File: config.mk
export PLATFORM = sky130hd
export DESIGN_NAME = regfile_mp
export DESIGN_NICKNAME = d
export VERILOG_FILES = /design/src/rtl/regfile_mp.sv
export SDC_FILE = /design/constraint.sdc
export NUM_CORES = 2
export LEC_CHECK = 0
export BUFFER_PORTS_ARGS = -buffer_cell sky130_fd_sc_hd__buf_2
export CAP_MARGIN = 20
export CORE_ASPECT_RATIO = 0.5
export CORE_MARGIN = 2
export CORE_UTILIZATION = 31
export CTS_CLUSTER_DIAMETER = 60
export DETAILED_ROUTE_END_ITERATION = 6
export PLACE_DENSITY = 0.5
export SLEW_MARGIN = 20
export SYNTH_ARGS = -nofsm -noshare
export SYNTH_HDL_FRONTEND = slang
export SYNTH_SLANG_ARGS = --single-unit
File: constraint.sdc
create_clock -name Clock -period 3.8 [get_ports Clock]
set_clock_uncertainty 0.05 [all_clocks]
set_input_delay 0.38 -clock Clock [delete_from_list [all_inputs] [get_ports Clock]]
set_output_delay 0.38 -clock Clock [all_outputs]
set_load 0.05 [all_outputs]
File: src/rtl/regfile_mp.sv
// Multi-port register file with hardwired-zero entry 0, pending-result tracking,
// write-to-read bypass and a sequential clear engine that zeroes storage after reset.
module regfile_mp #(
    parameter int DATA_W = 32,
    parameter int ADDR_W = 5,
    parameter int NUM_RD = 2,
    parameter int BYPASS = 1
) (
    input  logic                     Clock,
    input  logic                     Reset,
    input  logic                     Clear,
    input  logic                     WrEn,
    input  logic [ADDR_W-1:0]        WrAddr,
    input  logic [DATA_W-1:0]        WrData,
    input  logic                     Reserve,
    input  logic [ADDR_W-1:0]        ResAddr,
    input  logic [NUM_RD*ADDR_W-1:0] RdAddr,
    output logic [NUM_RD*DATA_W-1:0] RdData,
    output logic [NUM_RD-1:0]        RdPending,
    input  logic [ADDR_W-1:0]        DbgAddr,
    output logic [DATA_W-1:0]        DbgData,
    output logic                     Ready
);

    // state | meaning
    // IDLE  | normal operation, reads/writes/reservations active
    // CLEAR | zeroing one entry per cycle from clr_cnt, all other traffic ignored
    typedef enum logic {IDLE, CLEAR} state_t;

    localparam int DEPTH = 1 << ADDR_W;

    state_t              state;
    logic [ADDR_W-1:0]   clr_cnt;
    logic [DEPTH-1:0]    pending;
    logic [DEPTH-1:0]    pending_nxt;
    logic [DATA_W-1:0]   mem [DEPTH];
    logic [DATA_W-1:0]   dbg_q;
    logic                ready_q;
    logic                wr_ok;
    logic                res_ok;

    assign wr_ok  = (state == IDLE) && WrEn && (WrAddr != '0);
    assign res_ok = (state == IDLE) && Reserve && (ResAddr != '0);

    // Reserve is applied last so it wins over a same-cycle write to the same entry
    always_comb begin
        pending_nxt = pending;
        if (wr_ok)
            pending_nxt[WrAddr] = 1'b0;
        if (res_ok)
            pending_nxt[ResAddr] = 1'b1;
    end

    always_ff @(posedge Clock or posedge Reset) begin
        if (Reset) begin
            state   <= CLEAR;
            clr_cnt <= '0;
            pending <= '0;
            dbg_q   <= '0;
            ready_q <= 1'b0;
        end else begin
            dbg_q   <= (DbgAddr == '0) ? '0 : mem[DbgAddr];
            pending <= pending_nxt;
            case (state)
                CLEAR: begin
                    clr_cnt <= clr_cnt + 1'b1;
                    if (clr_cnt == ADDR_W'(DEPTH - 1)) begin
                        state   <= IDLE;
                        ready_q <= 1'b1;
                    end
                end
                default: begin
                    if (Clear) begin
                        state   <= CLEAR;
                        clr_cnt <= '0;
                        ready_q <= 1'b0;
                    end
                end
            endcase
        end
    end

    // Storage has no reset; the clear engine owns zeroing it
    always_ff @(posedge Clock) begin
        if (state == CLEAR)
            mem[clr_cnt] <= '0;
        else if (wr_ok)
            mem[WrAddr] <= WrData;
    end

    for (genvar i = 0; i < NUM_RD; i++) begin : g_rd
        logic [ADDR_W-1:0] ra;
        logic [DATA_W-1:0] rd;

        assign ra = RdAddr[i*ADDR_W +: ADDR_W];

        always_comb begin
            rd = mem[ra];
            if ((BYPASS != 0) && wr_ok && (WrAddr == ra))
                rd = WrData;
            if ((state == CLEAR) || (ra == '0))
                rd = '0;
        end

        assign RdData[i*DATA_W +: DATA_W] = rd;
        assign RdPending[i]               = (state == IDLE) && pending[ra];
    end

    assign DbgData = dbg_q;
    assign Ready   = ready_q;

endmodule

==> metrics.md <==
| Metric | Value |
|---|---|
| Netlist cell types | `57` |
| Antenna violations before repair | `15` |
| Tot GR Track Use | `a little under a quarter` |
| Drt drc | `0` |
| Pre-antenna DRT Iters | `6` |
| Yosys warning count | `0` |
| Critical path cell sequence | `clkinv_1 -> o311ai_4 -> buf_12 -> a21oi_1 -> a221o_1 -> buf_12` |
| Total congestion overflow | `0` |
| Post-synth top area share | `about half` |
| Worst-path fanout max | `31` |
| First-pass GRT wire length | `about 310 mm` |
| CTS tree | `built` |
| DIE AREA | `0.195 mm^2` |
| Synth Flop Type | `edfxtp_1` |
| Period utilization | `a little over nine tenths` |
| # fillers | `roughly 18,000` |
| Type of the worst min-delay path | `input pin to flip-flop` |
| Final min period | `3.72 ns` |
| Via-to-Cell Ratio | `6.22` |
| Final Max Slew Viols | `0` |
| Share of layout cells above drive strength 1 | `between 30 and 40%` |
| Commonest non-fill, non-tap cell in the layout | `edfxtp_1` |
| Cell taking the most area after synthesis | `edfxtp_1` |
| Mapped Area | `between 0.05 and 0.06 mm^2` |
| Clk root buf | `clkbuf_16` |
| LEAKAGE | `between 0.02 and 0.025 uW` |
| Worst stage delay on the critical path | `around 0.7 ns` |
| Pwr dens | `a little over 500 mW/mm^2` |
| Core Rows | `roughly 110` |
| VDD IR max | `0.376 mV` |
| Core ar. | `~0.19 mm^2` |
| Hold Fails Final Rpt | `0` |
| Synth area leaders | `edfxtp_1 (52%), mux4_2 (29%), mux2i_1 (3.6%)` |
| Ant diodes | `0` |
| RSZ-0062 raised after global routing | `false` |
| Fmax | `0.269 GHz` |
| Min Hold Slack | `approximately 0.11 ns` |
| Yosys reg bits | `around 1,100` |
| Die width | `roughly 620 um` |
| Area delta synth->final | `18.4%` |
| Antenna-violating nets left | `0` |
| Clock latency at the later pin of the worst-skew pair | `between 0.7 and 0.8 ns` |
| Worst slew pin tran | `1.10 ns` |
| Relative slew margins | `around a quarter` |
| Die Y | `approximately 310 um` |
| Layout net count | `roughly 3,700` |
| # clock sinks | `about 1,100` |
| 1st-iter DRT viols | `5,228` |
| CP Capture Type | `primary output` |
| I/O pin total | `between 150 and 200` |
| Maximum clock path buffer count | `3` |
| H-tree depth | `3` |
| Max Cap Viol | `0` |
| Final setup TNS | `0 ns` |
| Startpoint Class | `flip-flop` |
| DP HPWL | `between 100 and 150 mm` |
| Routability cong. | `between 0.8 and 0.9` |
| Starting Density | `a little under a third` |
| Avg Cell Area, Syn | `17.6 um^2` |
| Net Count, Synth | `~3,400` |
| Critical path arrival | `3.29 ns` |
| Reg clk slew, reported paths | `roughly 0.07 ns` |
| Vias in the first global route | `roughly 39,000` |
| Most frequent cells in the layout | `edfxtp_1 (1,024), mux4_2 (772), mux2i_1 (211), nand2_1 (189), buf_4 (183)` |
| Cts bufs inserted | `115` |
| CP Class | `flip-flop to primary output` |
| Vias post-DR | `just under 40,000` |
| Number of synthesized flops with an enable pin | `1,024` |
| Synth async-reset ratio | `around 6.5%` |
| Worst path slowest cell | `dfstp_2` |
| Post-Route WL | `approximately 230 mm` |
| Worst Path Required | `3.37 ns` |
| Largest net degree at the start of global routing | `56` |
| Synthesized instance count | `3,361` |
| Finish-stage setup viols | `0` |
| Seq/Total Area, Yosys | `roughly 55%` |
| IO buf count | `160` |
| Outcome | `complete, no violations` |
| Cell repeated most along the worst path | `buf_12` |
| Drt wl/cell | `between 30 and 40 um` |
## layer usage
| metal | part of all wire [%] | up-vias | GRT usage (%) | wire [um] |
|---|---|---|---|---|
| li1 | - | 15000 | - | - |
| met1 | 42 | 21200 | 33.0 | 94800 |
| met5 | 0.018 | - | 0 | 40 |
| met3 | 9.9 | 390 | 4.82 | 22300 |
| met2 | 44 | 2330 | 34.2 | 100000 |
| met4 | 3.6 | 8 | 7.85 | 8150 |
## worst paths after layout
kind	depth (start not counted)	endpoint	startpoint	slack (ns)
max	6	RdData[29]	state	0.08
min	4	pending[28]	Reserve	0.11
max reg2reg	7	mem[29][1]	state	0.93
min reg2reg	0	pending[0]	pending[0]	0.38
max in group asynchronous	4	DbgData[14]	Reset	2.50
min in group asynchronous	3	DbgData[21]	Reset	0.23
## worst max-delay path: cells and delay by family (launching register included)
kind	cells	cell delay, ns
DFF	1	0.69
buffers and inverters	3	0.95
AOI/OAI and AO/OA	3	0.82
## cell usage after synthesis (all sizes together), types with 3 or more instances
cell type and instances:
o21ai 164, nand3 13, nor2b 11, a221oi 62, a2111oi 3, nor3 3
mux2 12, or3 4, nor2 46, nand2 189, a22oi 62, nand2b 9
o22ai 6, and2 35, nand3b 6, mux2i 211, or2 4, and3 64
a221o 63, a21oi 129, o221ai 12, clkbuf 141, inv 41, mux4 772
xnor2 11, edfxtp 1024, o41ai 3, o311ai 3, dfrtp 70, buf 166
a31oi 3
## through the flow
stage	cells	setup slack (ns)	area, um^2	power (uW)	util [%]
6_report	6258	0.0806	70100	36200	36.9
5_1_grt	6258	0.00606	70100	37200	36.9
2_1_floorplan	3361	0.0832	59200	20300	-
3_5_place_dp	6031	0.188	66000	24300	34.8
4_1_cts	6258	0.00190	70100	36300	36.9
3_3_place_gp	6031	0.202	66000	24200	34.8
## area by class of cell
cell class	instances	area, um^2	share of cell area (%)
Inverter	43	169	0.241
Timing Repair Buffer	458	4800	6.86
Clock inverter	69	873	1.25
Clock buffer	147	3090	4.41
Multi-Input combinational cell	1916	25400	36.3
Sequential cell	1095	32500	46.4
Tap cell	2530	3170	4.52
## power by group
part	total, uW	switching (uW)	leakage, uW	internal [uW]
combinational	8490	5220	0.0111	3280
sequential	15700	827	0.0105	14900
clock	12000	5220	0.00190	6750
total	36200	11300	0.0234	24900
## what timing repair did
action / in CTS / in global routing
setup buffers: 1 / 0
gates resized for setup: 10 / 2
hold buffers: 10 / 0
pin swaps: 1 / 0
hold endpoints to repair: 78 / 0
endpoints found under the setup margin: 48 / 9
## cells by family after synthesis
logic type                 count (synthesis)  synth area share [%]
DFF                                     1095                  55.0
AOI/OAI and AO/OA                        517                  5.84
and+or+nand+nor                          390                  3.14
adders and majority gates                  2                0.0423
xor gates and xnor gates                  12                 0.178
buffers and inverters                    350                  2.68
muxes                                    995                  33.2
## flip-flops by register name, indices dropped and copies added (netlist names)
name,flops
mem,1024
clr_cnt,5
Ready,1
DbgData,32
state,1
pending,32
No activity file was read; power rests on OpenSTA's default activity.
